==> src/rtl/gecko_print_uart.sv <==
`default_nettype none
// +----------------------------------------------------------------------------+
// | gecko_print_uart: buffers the core's print byte stream and sends 8N1 UART. |
// | Revision 1.0                                                               |
// +----------------------------------------------------------------------------+
module gecko_print_uart #(
  parameter int CLK_FREQ   = 100000000,
  parameter int BAUD_RATE  = 115200,
  parameter int FIFO_DEPTH = 16
) (
  input  logic                            clk,
  input  logic                            rst,
  input  logic                            print_in_valid,
  output logic                            print_in_ready,
  input  logic [7:0]                      print_in_payload,
  output logic                            uart_tx,
  output logic                            busy,
  output logic [$clog2(FIFO_DEPTH+1)-1:0] fifo_count
);

  localparam int CLKS_PER_BIT = (CLK_FREQ + BAUD_RATE / 2) / BAUD_RATE;
  localparam int BAUD_W       = (CLKS_PER_BIT > 2) ? $clog2(CLKS_PER_BIT) : 1;
  localparam int PTR_W        = $clog2(FIFO_DEPTH);
  localparam int CNT_W        = $clog2(FIFO_DEPTH + 1);

  localparam logic [BAUD_W-1:0] c_baud_max = BAUD_W'(CLKS_PER_BIT - 1);
  localparam logic [CNT_W-1:0]  c_depth    = CNT_W'(FIFO_DEPTH);

  generate
    if (CLKS_PER_BIT < 2) begin : g_bad_baud
      $error("gecko_print_uart: CLKS_PER_BIT must be at least 2");
    end
    if ((FIFO_DEPTH < 2) || ((FIFO_DEPTH & (FIFO_DEPTH - 1)) != 0)) begin : g_bad_depth
      $error("gecko_print_uart: FIFO_DEPTH must be a power of two and at least 2");
    end
  endgenerate

  typedef enum logic [1:0] {
    S_IDLE  = 2'd0,
    S_START = 2'd1,
    S_DATA  = 2'd2,
    S_STOP  = 2'd3
  } state_t;

  logic [7:0]        r_mem [FIFO_DEPTH];
  logic [PTR_W-1:0]  r_wr_ptr;
  logic [PTR_W-1:0]  r_rd_ptr;
  logic [CNT_W-1:0]  r_count;
  state_t            r_state;
  logic [BAUD_W-1:0] r_baud;
  logic [2:0]        r_bit_idx;
  logic [7:0]        r_shift;
  logic              r_tx;

  logic w_push;
  logic w_pop;
  logic w_nempty;

  assign w_nempty = (r_count != '0);
  assign print_in_ready = (r_count < c_depth);
  assign w_push = print_in_valid && print_in_ready;
  // The FSM only ever takes a byte from IDLE or at the end of a stop bit.
  assign w_pop = w_nempty &&
                 ((r_state == S_IDLE) || ((r_state == S_STOP) && (r_baud == '0)));

  assign uart_tx    = r_tx;
  assign busy       = (r_state != S_IDLE) || w_nempty;
  assign fifo_count = r_count;

  always_ff @(posedge clk) begin
    if (w_push) begin
      r_mem[r_wr_ptr] <= print_in_payload;
    end
  end

  always_ff @(posedge clk) begin
    if (rst) begin
      r_wr_ptr <= '0;
      r_rd_ptr <= '0;
      r_count  <= '0;
    end else begin
      if (w_push) begin
        r_wr_ptr <= r_wr_ptr + 1'b1;
      end
      if (w_pop) begin
        r_rd_ptr <= r_rd_ptr + 1'b1;
      end
      case ({w_push, w_pop})
        2'b10:   r_count <= r_count + CNT_W'(1);
        2'b01:   r_count <= r_count - CNT_W'(1);
        default: r_count <= r_count;
      endcase
    end
  end

  always_ff @(posedge clk) begin
    if (rst) begin
      r_state   <= S_IDLE;
      r_baud    <= '0;
      r_bit_idx <= '0;
      r_shift   <= '0;
      r_tx      <= 1'b1;
    end else begin
      case (r_state)
        S_IDLE: begin
          r_tx <= 1'b1;
          if (w_pop) begin
            r_shift <= r_mem[r_rd_ptr];
            r_tx    <= 1'b0;
            r_baud  <= c_baud_max;
            r_state <= S_START;
          end
        end
        S_START: begin
          if (r_baud == '0) begin
            r_tx      <= r_shift[0];
            r_bit_idx <= '0;
            r_baud    <= c_baud_max;
            r_state   <= S_DATA;
          end else begin
            r_baud <= r_baud - 1'b1;
          end
        end
        S_DATA: begin
          if (r_baud == '0) begin
            r_baud <= c_baud_max;
            if (r_bit_idx != 3'd7) begin
              r_shift   <= {1'b0, r_shift[7:1]};
              r_bit_idx <= r_bit_idx + 3'd1;
              r_tx      <= r_shift[1];
            end else begin
              r_tx    <= 1'b1;
              r_state <= S_STOP;
            end
          end else begin
            r_baud <= r_baud - 1'b1;
          end
        end
        S_STOP: begin
          if (r_baud == '0) begin
            if (w_pop) begin
              // Next start bit follows the stop bit directly, no idle gap.
              r_shift <= r_mem[r_rd_ptr];
              r_tx    <= 1'b0;
              r_baud  <= c_baud_max;
              r_state <= S_START;
            end else begin
              r_tx    <= 1'b1;
              r_state <= S_IDLE;
            end
          end else begin
            r_baud <= r_baud - 1'b1;
          end
        end
        default: begin
          r_tx    <= 1'b1;
          r_state <= S_IDLE;
        end
      endcase
    end
  end

endmodule
`default_nettype wire

==> config.mk <==
export PLATFORM = sky130hd
export DESIGN_NAME = gecko_print_uart
export DESIGN_NICKNAME = d
export VERILOG_FILES = /design/src/rtl/gecko_print_uart.sv
export SDC_FILE = /design/constraint.sdc
export NUM_CORES = 1
export LEC_CHECK = 0
export ABC_AREA = 1
export CORE_MARGIN = 10
export CORE_UTILIZATION = 40
export DETAILED_ROUTE_END_ITERATION = 7
export GPL_TIMING_DRIVEN = 0
export SLEW_MARGIN = 15
export SYNTH_ARGS = -nofsm -noshare
export SYNTH_HDL_FRONTEND = slang
export SYNTH_SLANG_ARGS = --single-unit
export TNS_END_PERCENT = 30
==> constraint.sdc <==
create_clock -name clk -period 4.2 [get_ports clk]
set_input_delay 0.84 -clock clk [delete_from_list [all_inputs] [get_ports clk]]
set_output_delay 0.84 -clock clk [all_outputs]
set_load 0.02 [all_outputs]
==> summary.txt <==
Timing
  – Fin. Hold Viols: 0
  – Max-slew headroom: 38.1%
  – Tcrit/Tclk final: 68.4%
  – Endpoints failing setup: 0
  – Min setup slack post-route: 1.33 ns
  – Max frequency: ~0.35 GHz
  – Min Hold Slack: around 0.47 ns
  – Setup TNS: 0 ns
  – Final min period: 2.87 ns
  – Slew @ Worst Pin: around 0.93 ns
  – Final Max Tran Viols: 0
  – RSZ-0062 raised after global routing: no
  – Clock Skew: 0.00966 ns

Synthesis
  – Area leader, netlist: edfxtp_1
  – Register area share after synthesis: 61.0%
  – Top cells by area, synth: edfxtp_1 50%, dfxtp_1 11%, nand2_1 10%
  – Synthesized netlist cell count: 800
  – Adder-Cell Fraction of Synth Area: between 2 and 3%
  – Post-Syn Area: 7640 µm²
  – Xor and xnor fraction of the mapped netlist area: roughly 1.1%
  – Post-synthesis mux area share: 0%
  – Synth Net Count: 829
  – Simple-gate area share of the yosys netlist: 23.2%
  – Mean Syn Cell Area: roughly 9.6 µm²
  – Yosys reg bits: 169
  – Ys flop type: edfxtp_1
  – Post-synth top area share: 50.3%
  – Fraction of registers with async set/reset: 0%
  – EDFF count, synth: 128
  – Main combinational cell family by area after synthesis: simple AND/OR/NAND/NOR gates
  – YS warnings: 0
  – Yosys cell types: 36
  – Synth Area in Compound Gates: under 10%

Power
  – NetSw: 2.19 mW
  – Power per cell area: ~650 nW/µm²
  – Lkg Pwr: between 3 and 4 nW
  – Power Total: around 5.6 mW
  – Sequential Power Share: roughly 36%
  – Int Power: 3.43 mW
  – Logic pwr share: 38.5%
  – Sw Ratio: 39.0%
  – Maximum vdd drop: between 300 and 400 µV
  – Clk pwr share: 25.1%

Die
  – Die footprint: 25000 µm²
  – Starting Density: 40.7%
  – Width of the chip: roughly 160 µm
  – Core outline area: approximately 19000 µm²
  – Die height: 158 µm
  – Ports: 19
  – Cell Rows: 50

Detailed routing
  – Routed vias/inst: around 5
  – DRT Wirelength: about 18 mm
  – Drt first pass iters: 5
  – Routed vias: 5512
  – Drt initial violations: 487
  – Drt drc: 0
  – Antenna-violating nets left: 0
  – Detailed-route wire length per cell: 17.0 µm

CTS
  – Post-CTS setup buffer count: 0
  – Num CTS Buffers: 17
  – CTS Sinks: around 170
  – Worst-Skew Late Latency: 0.43 ns
  – CTS tree: built
  – H-Tree Depth: 4
  – CTS Hold Bufs: 0
  – Clock root buffer: clkbuf_16
  – CTS clk-pin slew, worst paths: 0.06 ns
  – Clk buf depth: 2
  – CTS resizes: 0

GRT
  – GRT met2 Usage: 22.8%
  – Routing usage on met1: 21.6%
  – First-pass GRT wire length: 28.8 mm
  – Largest net degree at the start of global routing: 17
  – Vias in the first global route: 5123
  – GRT Residual Overflow: 0
  – Antenna violations before repair: 0
  – All-Layer GR Usage: 15.3%
  – Most used routing layer in global routing: met2
  – Met3 Resource Use GR: 3.09%

Final layout
  – Fill cell total of the finished layout: roughly 1800
  – Synthesis-to-finish area growth: 12.9%
  – Layout cell share with drive strength beyond 1: 8.85%
  – Most frequent cells in the layout: 210 x nand2_1, 128 x edfxtp_1, 117 x nor2_1, 78 x nand3_1, 51 x inv_1
  – # diodes: 0
  – Sequential cell area: 4660 µm²
  – Final Net Count: between 800 and 900
  – Multi-input gate area: 2570 µm²
  – Final Cell Area: 8630 µm²
  – Final Non-Filler Cells: 1081
  – Fin util: between 40% and 50%
  – Most common cell after layout, fill and taps aside: nand2_1

Critical path
  – Critical path type: reg2out
  – Worst Setup Start Kind: flop
  – CP Max Fanout: 6
  – Worst R2R Start: r_baud[0]$_SDFF_PP0_
  – Crit path DAT: around 2 ns
  – Crit path from: fifo_count[1]$_SDFFE_PP0P_
  – Slowest CP cell: clkdlybuf4s50_1
  – Worst path required time: 3.36 ns
  – CP top delay family: simple AND/OR/NAND/NOR gates
  – CP most frequent cell: nor2_1
  – Critical path's largest stage delay: approximately 0.54 ns
  – Buffers & Inverters on Critical Path: 2
  – CP Cell Sequence: nor2_1, nand4_1, nor2_1, inv_1, clkdlybuf4s50_1
  – CP Capture Type: output pin

Place
  – RePlAce Congestion: approximately 0.93
  – Pre-CTS setup slack: approximately 1.3 ns
  – HPWL Detailed: 12.5 mm
  – Input/output buffers: 17
  – Placement Cell Area: ~8100 µm²
  – Placed cell count: 1051

Hold path
  – Worst hold path class: reg2reg
  – Hold_sp: uart_tx$_SDFFE_PP1P_

Status
  – Outcome: finished, final reports clean

Job
  – Max-cap violations: 0
==> worst min-delay path, stage by stage, from the launching register on <==
cell     delay, ns
dfxtp_1       0.33
nand2_1       0.05
nand3_1       0.06
==> registers in the layout, indices dropped and copies added (netlist names), named ones only <==
signal and count:
r_wr_ptr 4, r_rd_ptr 4, r_mem 128, r_baud 10, uart_tx 1, fifo_count 5
r_bit_idx 3, r_shift 8, r_state 2
==> power groups by stage <==
| stage | Sequential [mW] | Clock, mW | Combinational [mW] |
|---|---|---|---|
| after global routing | 2.07 | 1.49 | 2.47 |
| final | 2.05 | 1.41 | 2.17 |
| after CTS | 2.05 | 1.43 | 2.16 |
| after global placement | 2.08 | 0 | 2.14 |
| after detailed placement | 2.08 | 0 | 2.15 |
| after floorplan | 2.08 | 0 | 1.57 |
==> path summary, 6_finish.rpt <==
| kind | end | cells after the start | slack, ns |
|---|---|---|---|
| min reg2reg | uart_tx$_SDFFE_PP1P_ | 2 | 0.47 |
| max | busy | 5 | 1.33 |
| max reg2reg | fifo_count[4]$_SDFFE_PP0P_ | 19 | 1.63 |
| min | uart_tx$_SDFFE_PP1P_ | 2 | 0.47 |
==> cell families (layout without fill, tap and decap cells) <==
logic type / count (synthesis) / in the layout
compound gates: 90 / 90
xor+xnor: 10 / 10
flops: 169 / 169
buf+inv: 90 / 137
simple gates: 423 / 423
fa+ha+maj: 18 / 18
==> synthesized netlist by cell type, drive strengths merged, types with 2 or more instances <==
| master | n |
|---|---|
| xor2 | 9 |
| inv | 58 |
| nor2 | 120 |
| edfxtp | 128 |
| o211ai | 2 |
| nand3b | 2 |
| clkbuf | 8 |
| nor3 | 2 |
| nand3 | 79 |
| o21ai | 51 |
| buf | 24 |
| ha | 18 |
| a21oi | 34 |
| nand2 | 218 |
| dfxtp | 41 |
==> layout make-up <==
class	instances	area share, %
sequential	169	54.1
clock inverter	13	1.13
multi-input combinational	541	29.8
inverter	58	2.55
buffer	32	2.15
tap	234	3.39
timing repair buffer	17	1.97
clock buffer	17	4.93
==> metal layers <==
metal	share of wire (%)	wire (µm)
met5	0	0
met4	2.1	393
met3	5.9	1080
met2	44	8090
met1	48	8790
No activity file was read; power rests on OpenSTA's default activity.
